## src/rtl/dma_controller_xfer.sv

```systemverilog
// Single-engine DMA transfer block: moves one word per arbiter grant.
// Optional macro DMA_CONTROLLER_CIRC_MODE_EN enables circular reload.
module dma_controller_xfer #(
  parameter int CHANNELS_AMOUNT = 4,
  parameter int CHANNEL_CNT_W   = $clog2(CHANNELS_AMOUNT),
  parameter int ADDR_W          = 32,
  parameter int DATA_W          = 32,
  parameter int CNT_W           = 16
) (
  input  logic                              clk_i,
  input  logic                              rst_i,
  input  logic                              req_valid_i,
  input  logic [CHANNEL_CNT_W-1:0]          req_num_i,
  output logic                              ready_o,
  input  logic [CHANNELS_AMOUNT-1:0]        ch_start_i,
  input  logic [CHANNELS_AMOUNT*ADDR_W-1:0] cfg_src_addr_i,
  input  logic [CHANNELS_AMOUNT*ADDR_W-1:0] cfg_dst_addr_i,
  input  logic [CHANNELS_AMOUNT*CNT_W-1:0]  cfg_cnt_i,
  input  logic [CHANNELS_AMOUNT-1:0]        cfg_src_inc_i,
  input  logic [CHANNELS_AMOUNT-1:0]        cfg_dst_inc_i,
  input  logic [CHANNELS_AMOUNT-1:0]        cfg_circ_i,
  output logic [ADDR_W-1:0]                 mm_address_o,
  output logic                              mm_read_o,
  output logic                              mm_write_o,
  output logic [DATA_W-1:0]                 mm_writedata_o,
  input  logic [DATA_W-1:0]                 mm_readdata_i,
  input  logic                              mm_readdatavalid_i,
  input  logic                              mm_waitrequest_i,
  output logic [CHANNELS_AMOUNT-1:0]        ch_active_o,
  output logic [CHANNELS_AMOUNT-1:0]        tc_o,
  output logic [CHANNELS_AMOUNT-1:0]        te_o
);

  typedef enum logic [2:0] {
    IDLE,
    READ,
    RD_WAIT,
    WRITE,
    UPDATE
  } state_t;

  localparam logic [ADDR_W-1:0] STEP = ADDR_W'(DATA_W / 8);

  state_t                     state_q, state_d;
  logic [CHANNEL_CNT_W-1:0]   num_q, num_d;
  logic [ADDR_W-1:0]          src_q [CHANNELS_AMOUNT];
  logic [ADDR_W-1:0]          src_d [CHANNELS_AMOUNT];
  logic [ADDR_W-1:0]          dst_q [CHANNELS_AMOUNT];
  logic [ADDR_W-1:0]          dst_d [CHANNELS_AMOUNT];
  logic [CNT_W-1:0]           rem_q [CHANNELS_AMOUNT];
  logic [CNT_W-1:0]           rem_d [CHANNELS_AMOUNT];
  logic [CHANNELS_AMOUNT-1:0] act_q, act_d;
  logic [CHANNELS_AMOUNT-1:0] sinc_q, sinc_d;
  logic [CHANNELS_AMOUNT-1:0] dinc_q, dinc_d;
  logic                       rd_q, rd_d;
  logic                       wr_q, wr_d;
  logic [ADDR_W-1:0]          addr_q, addr_d;
  logic [DATA_W-1:0]          wdata_q, wdata_d;
  logic [CHANNELS_AMOUNT-1:0] tc_q, tc_d;
  logic [CHANNELS_AMOUNT-1:0] te_q, te_d;

  logic [ADDR_W-1:0] cfg_src [CHANNELS_AMOUNT];
  logic [ADDR_W-1:0] cfg_dst [CHANNELS_AMOUNT];
  logic [CNT_W-1:0]  cfg_cnt [CHANNELS_AMOUNT];
  logic              busy;
  logic [CNT_W-1:0]  rem_nx;

`ifdef DMA_CONTROLLER_CIRC_MODE_EN
  logic [CHANNELS_AMOUNT-1:0] circ_q, circ_d;
`else
  logic unused_circ;
  assign unused_circ = ^cfg_circ_i;
`endif

  assign ready_o        = (state_q == IDLE);
  assign mm_read_o      = rd_q;
  assign mm_write_o     = wr_q;
  assign mm_address_o   = addr_q;
  assign mm_writedata_o = wdata_q;
  assign ch_active_o    = act_q;
  assign tc_o           = tc_q;
  assign te_o           = te_q;

  // Split the flat configuration buses into per-channel views.
  always_comb begin
    for (int n = 0; n < CHANNELS_AMOUNT; n++) begin
      cfg_src[n] = cfg_src_addr_i[n*ADDR_W +: ADDR_W];
      cfg_dst[n] = cfg_dst_addr_i[n*ADDR_W +: ADDR_W];
      cfg_cnt[n] = cfg_cnt_i[n*CNT_W +: CNT_W];
    end
  end

  // Next-state: channel loads, transfer sequencing and registered bus outputs.
  always_comb begin
    state_d = state_q;
    num_d   = num_q;
    src_d   = src_q;
    dst_d   = dst_q;
    rem_d   = rem_q;
    act_d   = act_q;
    sinc_d  = sinc_q;
    dinc_d  = dinc_q;
    rd_d    = rd_q;
    wr_d    = wr_q;
    addr_d  = addr_q;
    wdata_d = wdata_q;
    tc_d    = '0;
    te_d    = '0;
`ifdef DMA_CONTROLLER_CIRC_MODE_EN
    circ_d  = circ_q;
`endif
    busy    = (state_q != IDLE);
    rem_nx  = rem_q[num_q] - CNT_W'(1);

    // The channel being moved keeps its working set until it is done.
    for (int n = 0; n < CHANNELS_AMOUNT; n++) begin
      if (ch_start_i[n] &&
          !(busy && num_q == CHANNEL_CNT_W'(n))) begin
        src_d[n]  = cfg_src[n];
        dst_d[n]  = cfg_dst[n];
        rem_d[n]  = cfg_cnt[n];
        act_d[n]  = |cfg_cnt[n];
        sinc_d[n] = cfg_src_inc_i[n];
        dinc_d[n] = cfg_dst_inc_i[n];
`ifdef DMA_CONTROLLER_CIRC_MODE_EN
        circ_d[n] = cfg_circ_i[n];
`endif
      end
    end

    unique case (state_q)
      IDLE: begin
        if (req_valid_i) begin
          num_d = req_num_i;
          if (act_q[req_num_i]) begin
            state_d = READ;
            rd_d    = 1'b1;
            addr_d  = src_q[req_num_i];
          end else begin
            te_d[req_num_i] = 1'b1;
          end
        end
      end
      READ: begin
        if (!mm_waitrequest_i) begin
          rd_d    = 1'b0;
          state_d = RD_WAIT;
        end
      end
      RD_WAIT: begin
        if (mm_readdatavalid_i) begin
          wdata_d = mm_readdata_i;
          wr_d    = 1'b1;
          addr_d  = dst_q[num_q];
          state_d = WRITE;
        end
      end
      WRITE: begin
        if (!mm_waitrequest_i) begin
          wr_d    = 1'b0;
          state_d = UPDATE;
        end
      end
      UPDATE: begin
        state_d       = IDLE;
        rem_d[num_q]  = rem_nx;
        if (sinc_q[num_q])
          src_d[num_q] = src_q[num_q] + STEP;
        if (dinc_q[num_q])
          dst_d[num_q] = dst_q[num_q] + STEP;
        if (rem_nx == '0) begin
          tc_d[num_q]  = 1'b1;
          act_d[num_q] = 1'b0;
`ifdef DMA_CONTROLLER_CIRC_MODE_EN
          if (circ_q[num_q]) begin
            src_d[num_q] = cfg_src[num_q];
            dst_d[num_q] = cfg_dst[num_q];
            rem_d[num_q] = cfg_cnt[num_q];
            act_d[num_q] = 1'b1;
          end
`endif
        end
      end
      default: state_d = IDLE;
    endcase
  end

  // State and working-register update with synchronous reset.
  always_ff @(posedge clk_i) begin
    if (rst_i) begin
      state_q <= IDLE;
      num_q   <= '0;
      act_q   <= '0;
      sinc_q  <= '0;
      dinc_q  <= '0;
      rd_q    <= 1'b0;
      wr_q    <= 1'b0;
      addr_q  <= '0;
      wdata_q <= '0;
      tc_q    <= '0;
      te_q    <= '0;
`ifdef DMA_CONTROLLER_CIRC_MODE_EN
      circ_q  <= '0;
`endif
      for (int n = 0; n < CHANNELS_AMOUNT; n++) begin
        src_q[n] <= '0;
        dst_q[n] <= '0;
        rem_q[n] <= '0;
      end
    end else begin
      state_q <= state_d;
      num_q   <= num_d;
      act_q   <= act_d;
      sinc_q  <= sinc_d;
      dinc_q  <= dinc_d;
      rd_q    <= rd_d;
      wr_q    <= wr_d;
      addr_q  <= addr_d;
      wdata_q <= wdata_d;
      tc_q    <= tc_d;
      te_q    <= te_d;
`ifdef DMA_CONTROLLER_CIRC_MODE_EN
      circ_q  <= circ_d;
`endif
      src_q   <= src_d;
      dst_q   <= dst_d;
      rem_q   <= rem_d;
    end
  end

endmodule

```

## config.mk

```make
export PLATFORM = sky130hd
export DESIGN_NAME = dma_controller_xfer
export DESIGN_NICKNAME = d
export VERILOG_FILES = /design/src/rtl/dma_controller_xfer.sv
export SDC_FILE = /design/constraint.sdc
export NUM_CORES = 1
export LEC_CHECK = 0
export CORE_MARGIN = 3
export CORE_UTILIZATION = 50
export DETAILED_ROUTE_END_ITERATION = 12
export PLACE_DENSITY = 0.8
export SYNTH_ARGS = -nofsm -noshare
export SYNTH_HDL_FRONTEND = slang
export SYNTH_SLANG_ARGS = --single-unit
```

## constraint.sdc

```tcl
create_clock -name clk_i -period 5.5 [get_ports clk_i]
set_input_delay 0.55 -clock clk_i [delete_from_list [all_inputs] [get_ports clk_i]]
set_output_delay 0.55 -clock clk_i [all_outputs]
set_load 0.05 [all_outputs]
```

==> reports/qor.yml, run 1 <==
status:
  outcome: "finished, final reports clean"
global_routing:
  busiest_layer: "met2"
  grt_usage_pct: 35.9
  grt_use_met2_pct: 56.7
  grtUsageMet1_pct: 47.2
  grt_pass1_vias: 21400
  antenna_found_initial: 5
  grt_start_max_net_pins: 216
  gr-usage-met3_pct: 7.50
  grt_first_pass_wirelength_mm: 125
  grt-ovfl-total: 0
synth:
  ys_seq_area_share_pct: 38.8
  synthCells: 2495
  synth_top_family_by_area: "simple AND/OR/NAND/NOR gates"
  synthAdderAreaFrac_pct: 0.236
  synth_compound_area_share_pct: 17.4
  synthSimpleGateAreaFrac_pct: 22.6
  ys_ff_latch: 411
  synthDistinctLibCells: 53
  postSynthAreaPerCell_um2: 8.50
  yosys_warnings: 0
  synth_xor_area_share_pct: 2.97
  yosys.area.top_type_share_pct: 38.8
  syn_area_um2: 21200
  ys.flop_type: "dfxtp_1"
  synthTopCellsByArea: "dfxtp_1 39%, nand2_1 12%, mux4_2 12%, a21oi_1 4.7%, a211oi_1 4.7%"
  async_flop_share_pct: 0
  yosysTopAreaCell: "dfxtp_1"
  synth-edff-count: 0
  synth_nets: 2874
  synthMuxAreaShare_pct: 13.5
placed_design:
  hpwlAfterDp_mm: 56.0
  gp_congestion: 0.956
  placed_cell_area_um2: 25900
  port_buffers: 449
  dp_slack_ns: 1.64
final_layout:
  fillCellCount: 3261
  drive_gt1_share_pct: 9.01
  fin_nets: 3176
  area_growth_pct: 29.0
  final_common_cell: "nand2_1"
  layout_common_cells: "676 x nand2_1, 446 x clkdlybuf4s50_1, 409 x dfxtp_1"
  stdcell_area_um2: 27400
sta:
  rsz0062_at_grt: "no"
  fin_skew_ns: 0.0175
  fin_ws_ns: 1.49
  fin_crit_sh_pct: 73.0
  slew_headroom_pct: 19.5
  fin_crit_ns: 4.01
  drv_slew: 0
  hold_violations: 0
  fin_setup_tns_ns: 0
  max_freq_ghz: 0.249
  max_slew.worst_pin.slew_ns: 1.21
  setup_viol: 0
setup_path:
  cp-start-kind: "register"
  end_kind: "register"
  crit_fanout: 46
  cp.required_ns: 5.88
  crit_type: "register to register"
  arrival_ns: 4.40
  ff2ff_path_depth: 8
routing:
  drc: 0
  dr.pass1.iters: 6
  wirelength_mm: 84.1
  post_drt_wl_per_cell_um: 25.0
  drt-vias-per-instance: 6.55
  vias: 22000
  drtIter0Drc: 3199
  drtAntennaViolNets: 0
pwr:
  power.density_nw_per_um2: 302
  leakage_nw: 9.67
  p_total_mw: 8.27
  ir_drop_mv: 0.205
floorplanning:
  rows: 74
  start_util_pct: 51.2
  die_height_um: 212
  io_pins: 454
  fp.dieArea_um2: 44900
  die_w_um: 212
  fp.coreArea_um2: 41400
clock_tree:
  clk_pin_slew_ns: 0.06
  cts_resized: 0
  htree_num_levels: 2
  cts_setup_buffers: 0
  clk_latency_ns: 0.57
  cts_buffer_depth: 3
  cts_root_buf: "clkbuf_16"
  hold_buffers: 0
  cts_sinks: 411
  cts_tree: "yes"
  numCtsBuffers: 44
flow_run:
  max_cap_violations: 0
hold_path:
  hold_depth: 2
  worstHoldPathType: "register to register"
-- final timing paths --
check / from / endpoint / slack (ns)
worst max-delay path: num_q[1]$_SDFFE_PP0P_ / src_q[92]$_SDFF_PP0_ / 1.49
worst min-delay path: mm_writedata_o[23]$_SDFFE_PP0P_ / mm_writedata_o[23]$_SDFFE_PP0P_ / 0.45
worst max register to register: num_q[1]$_SDFFE_PP0P_ / src_q[92]$_SDFF_PP0_ / 1.49
worst min register to register: mm_writedata_o[23]$_SDFFE_PP0P_ / mm_writedata_o[23]$_SDFFE_PP0P_ / 0.45
-- cell type report --
| type | count | area [um^2] | area share, % |
|---|---|---|---|
| clock buffer | 65 | 1350 | 4.94 |
| timing repair buffer | 489 | 4830 | 17.6 |
| tap | 532 | 666 | 2.43 |
| multi-input combinational | 1845 | 12100 | 44.3 |
| sequential | 411 | 8240 | 30.1 |
| inverter | 6 | 22.5 | 0.0823 |
| clock inverter | 13 | 118 | 0.430 |
| antenna | 3 | 7.51 | 0.0274 |
-- synthesized netlist by cell type (2+ instances only) --
cell / number
nor4_1: 20
buf_1: 13
and3_1: 95
or3_1: 5
buf_6: 3
nor3b_1: 2
xnor2_1: 24
nand3_1: 57
nand2_1: 676
a21oi_1: 200
mux4_2: 112
a311oi_1: 85
and2_1: 6
nand4_1: 14
nand4b_1: 5
o21a_1: 3
mux2i_1: 32
nor4b_2: 2
buf_2: 16
nor2_1: 160
dfxtp_1: 411
or2_2: 2
and4_1: 9
a211oi_1: 133
ha_1: 4
o21ai_0: 3
o31ai_1: 3
nand2b_1: 2
clkbuf_1: 195
o41a_1: 4
buf_4: 6
inv_1: 5
or4b_2: 2
xor2_1: 46
nor2b_1: 2
or4_1: 5
a221oi_1: 92
nor3_1: 23
and4b_1: 4
-- report_power, final --
group	leakage [nW]	internal, mW	switching (mW)	total [mW]
registers	3.38	3.18	0.166	3.35
logic	5.55	0.778	1.10	1.88
clock network	0.736	1.79	1.26	3.05
total	9.67	5.75	2.53	8.27
-- kinds of logic after synthesis --
kind of cell,count (synthesis)
AND/OR/NAND/NOR,1099
AO/OA/AOI/OAI,526
flip-flops,411
buffers and inverters,239
multiplexers,145
XOR/XNOR,71
adder cells (fa/ha/maj),4
-- sequential cells by signal, summed over array words and instances (netlist names) --
signal,cells
mm_read_o,1
tc_o,4
ch_active_o,4
mm_writedata_o,32
rem_q,64
mm_address_o,32
mm_write_o,1
num_q,2
sinc_q,4
state_q,3
te_o,4
dst_q,128
dinc_q,4
src_q,128
-- per-layer routing --
layer,routed length [um],vias to the layer above
li1,-,9659
met4,4050,4
met5,24,-
met1,30700,10400
met3,10600,258
met2,38700,1740
-- worst max-delay path: stages (launching register included) --
cell	delay (ns)
dfxtp_4	0.91
buf_4	0.44
mux4_2	0.32
nand3_1	0.20
nor4_1	0.80
and2_1	0.48
nand4_1	0.16
xor2_1	0.34
a221oi_1	0.17
-- through the flow --
stage | hold WS [ns] | utilization [%] | std cells
after global placement | 0.439 | 62.5 | 3283
after floorplan | 0.433 | - | 2495
final | 0.453 | 66.1 | 3364
after detailed placement | 0.446 | 62.5 | 3283
after global routing | 0.467 | 66.1 | 3364
after CTS | 0.454 | 66.1 | 3361
Power figures use the tool's default switching activity.
==> run 2: changes to the inputs <==
--- a/config.mk
+++ b/config.mk
@@ -6,9 +6,9 @@
 export NUM_CORES = 1
 export LEC_CHECK = 0
 export CORE_MARGIN = 3
-export CORE_UTILIZATION = 50
+export CORE_UTILIZATION = 47
 export DETAILED_ROUTE_END_ITERATION = 12
-export PLACE_DENSITY = 0.8
+export PLACE_DENSITY = 0.79
 export SYNTH_ARGS = -nofsm -noshare
 export SYNTH_HDL_FRONTEND = slang
 export SYNTH_SLANG_ARGS = --single-unit
==> constraint.sdc (replaced) <==
create_clock -name clk_i -period 3.3 [get_ports clk_i]
set_input_delay 0.33 -clock clk_i [delete_from_list [all_inputs] [get_ports clk_i]]
set_output_delay 0.33 -clock clk_i [all_outputs]
set_load 0.05 [all_outputs]
==> reports/qor.yml, run 2 (synthesis results as in run 1) <==
setup_path:
  cp-start-kind: "register"
  ff2ff_path_depth: 8  # unchanged
  crit_fanout: 8  # -83%
  arrival_ns: 3.71  # -0.69 ns
  end_kind: "register"
  crit_type: "register to register"
  cp.required_ns: 3.76  # -2.12 ns
clock_tree:
  cts_tree: "yes"
  htree_num_levels: 2  # unchanged
  hold_buffers: 0  # unchanged
  numCtsBuffers: 45  # +2.3%
  clk_latency_ns: 0.60  # +0.03 ns
  cts_root_buf: "clkbuf_16"
  cts_buffer_depth: 3  # unchanged
  clk_pin_slew_ns: 0.06  # about the same
  cts_sinks: 411  # unchanged
floorplanning:
  die_w_um: 218  # +3.1%
  io_pins: 454  # unchanged
  fp.dieArea_um2: 47700  # +6.2%
  die_height_um: 218  # +3.1%
  start_util_pct: 47.7  # -3.5 points
  rows: 77  # +4.1%
  fp.coreArea_um2: 44400  # +7.3%
global_routing:
  antenna_found_initial: 3  # -2
  grt_start_max_net_pins: 161  # -25%
  grt-ovfl-total: 0  # unchanged
  grt_first_pass_wirelength_mm: 130  # +3.8%
  grt_pass1_vias: 22400  # +4.5%
  grt_usage_pct: 34.9  # -1.0 points
final_layout:
  top_regs: "dst_q x128, src_q x128, rem_q x64"
  area_growth_pct: 32.3
  utilization_pct: 63.2  # -2.9 points
  layout_common_cells: "676 x nand2_1, 446 x clkdlybuf4s50_1, 409 x dfxtp_1"
  fin_nets: 3253  # +2.4%
  final_common_cell: "nand2_1"
  drive_gt1_share_pct: 11.2  # +2.2 points
  stdcell_area_um2: 28000  # +2.6%
placed_design:
  hpwlAfterDp_mm: 60.1  # +7.4%
  port_buffers: 449  # unchanged
  gp_congestion: 0.973  # +1.8%
  dp_slack_ns: -0.0968  # -1.74 ns
  placed_cell_area_um2: 26600  # +2.7%
sta:
  hold_violations: 0  # unchanged
  fin_skew_ns: 0.0280  # +0.0106 ns
  max_slew.worst_pin.slew_ns: 1.13  # -0.0770 ns
  fin_crit_ns: 3.25  # -0.761 ns
  slew_headroom_pct: 24.7  # +5.1 points
  max_freq_ghz: 0.307  # +23%
  drv_slew: 0  # unchanged
  fin_crit_sh_pct: 98.6  # +26 points
  setup_viol: 0  # unchanged
  fin_ws_ns: 0.0473  # -1.44 ns
routing:
  vias: 22800  # +3.3%
  wirelength_mm: 86.5  # +2.9%
  drtAntennaViolNets: 0  # unchanged
  post_drt_wl_per_cell_um: 24.8  # -0.96%
  drtIter0Drc: 3208  # +0.28%
  drc: 0  # unchanged
  dr.pass1.iters: 6  # unchanged
  drt-vias-per-instance: 6.51  # -0.60%
status:
  outcome: "finished, final reports clean"
flow_run:
  max_cap_violations: 0  # unchanged
hold_path:
  hold_depth: 5  # +3
  worstHoldPathType: "primary input to register"
pwr:
  ir_drop_mv: 0.326  # +59%
  leakage_nw: 10.0  # +3.7%
  p_total_mw: 13.7  # +66%
  power.density_nw_per_um2: 490  # +62%
run 2: cell count changes in the layout (fill, tap and decap cells not counted), sizes merged:
cell / change
buf: +76
bufinv: -2
clkinv: -5
diode: -1
inv: +3
run 2: power by group:
group	leakage, nW	internal (mW)	switching (mW)
clock	0.653	2.65	2.12
combinational	5.99	1.48	1.95
sequential	3.38	5.30	0.244
total	10.0	9.43	4.31
run 2: path summary, 6_finish.rpt:
path / startpoint / to / slack, ns
hold reg to reg: mm_writedata_o[26]$_SDFFE_PP0P_ / mm_writedata_o[26]$_SDFFE_PP0P_ / 0.45
setup / recovery: num_q[0]$_SDFFE_PP0P_ / ch_active_o[0]$_SDFF_PP0_ / 0.05
hold / removal: req_num_i[1] / te_o[2]$_SDFF_PP0_ / 0.28
setup reg to reg: num_q[0]$_SDFFE_PP0P_ / ch_active_o[0]$_SDFF_PP0_ / 0.05
run 2: metal layers:
| layer | global-route usage, % | up-vias | share of wire, % |
|---|---|---|---|
| met1 | 44.5 | 10800 | 36 |
| met4 | 18.0 | 2 | 5.6 |
| met2 | 54.7 | 1843 | 45 |
| met3 | 9.05 | 342 | 13 |
| li1 | - | 9823 | - |
| met5 | 0 | - | 0.0081 |
run 2: critical path: stages, from the launching register on:
cell and delay [ns]:
dfxtp_4 0.44, buf_6 0.17, mux4_2 0.57, buf_4 0.18, or4b_1 0.54, nor3_2 0.16, nand4_2 0.14, or4_4 0.54
o41a_1 0.39
run 2: timing repair:
action,CTS,global route
resized for setup,3,16
endpoints found under the setup margin,41,94
setup buffers,0,8
pin swaps,0,0
gates cloned,0,0
run 2: layout make-up:
| class | count | area, um^2 |
|---|---|---|
| fillers | 3555 | 16400 |
| inverters | 6 | 22.5 |
| multi-input cells | 1845 | 12200 |
| well taps | 592 | 741 |
| repair buffers | 565 | 5550 |
| flip-flops and latches | 411 | 8240 |
| diodes | 2 | 5.00 |
| clock buffers | 65 | 1260 |
| clock inverters | 9 | 73.8 |
run 2: stage by stage:
step | instances | TNS, ns | hold WS (ns)
final | 3495 | 0 | 0.277
after floorplan | 2495 | 0 | 0.433
after global routing | 3494 | -0.0113 | 0.304
after CTS | 3485 | 0 | 0.266
after detailed placement | 3411 | -1.87 | 0.448
after global placement | 3411 | -3.25 | 0.440
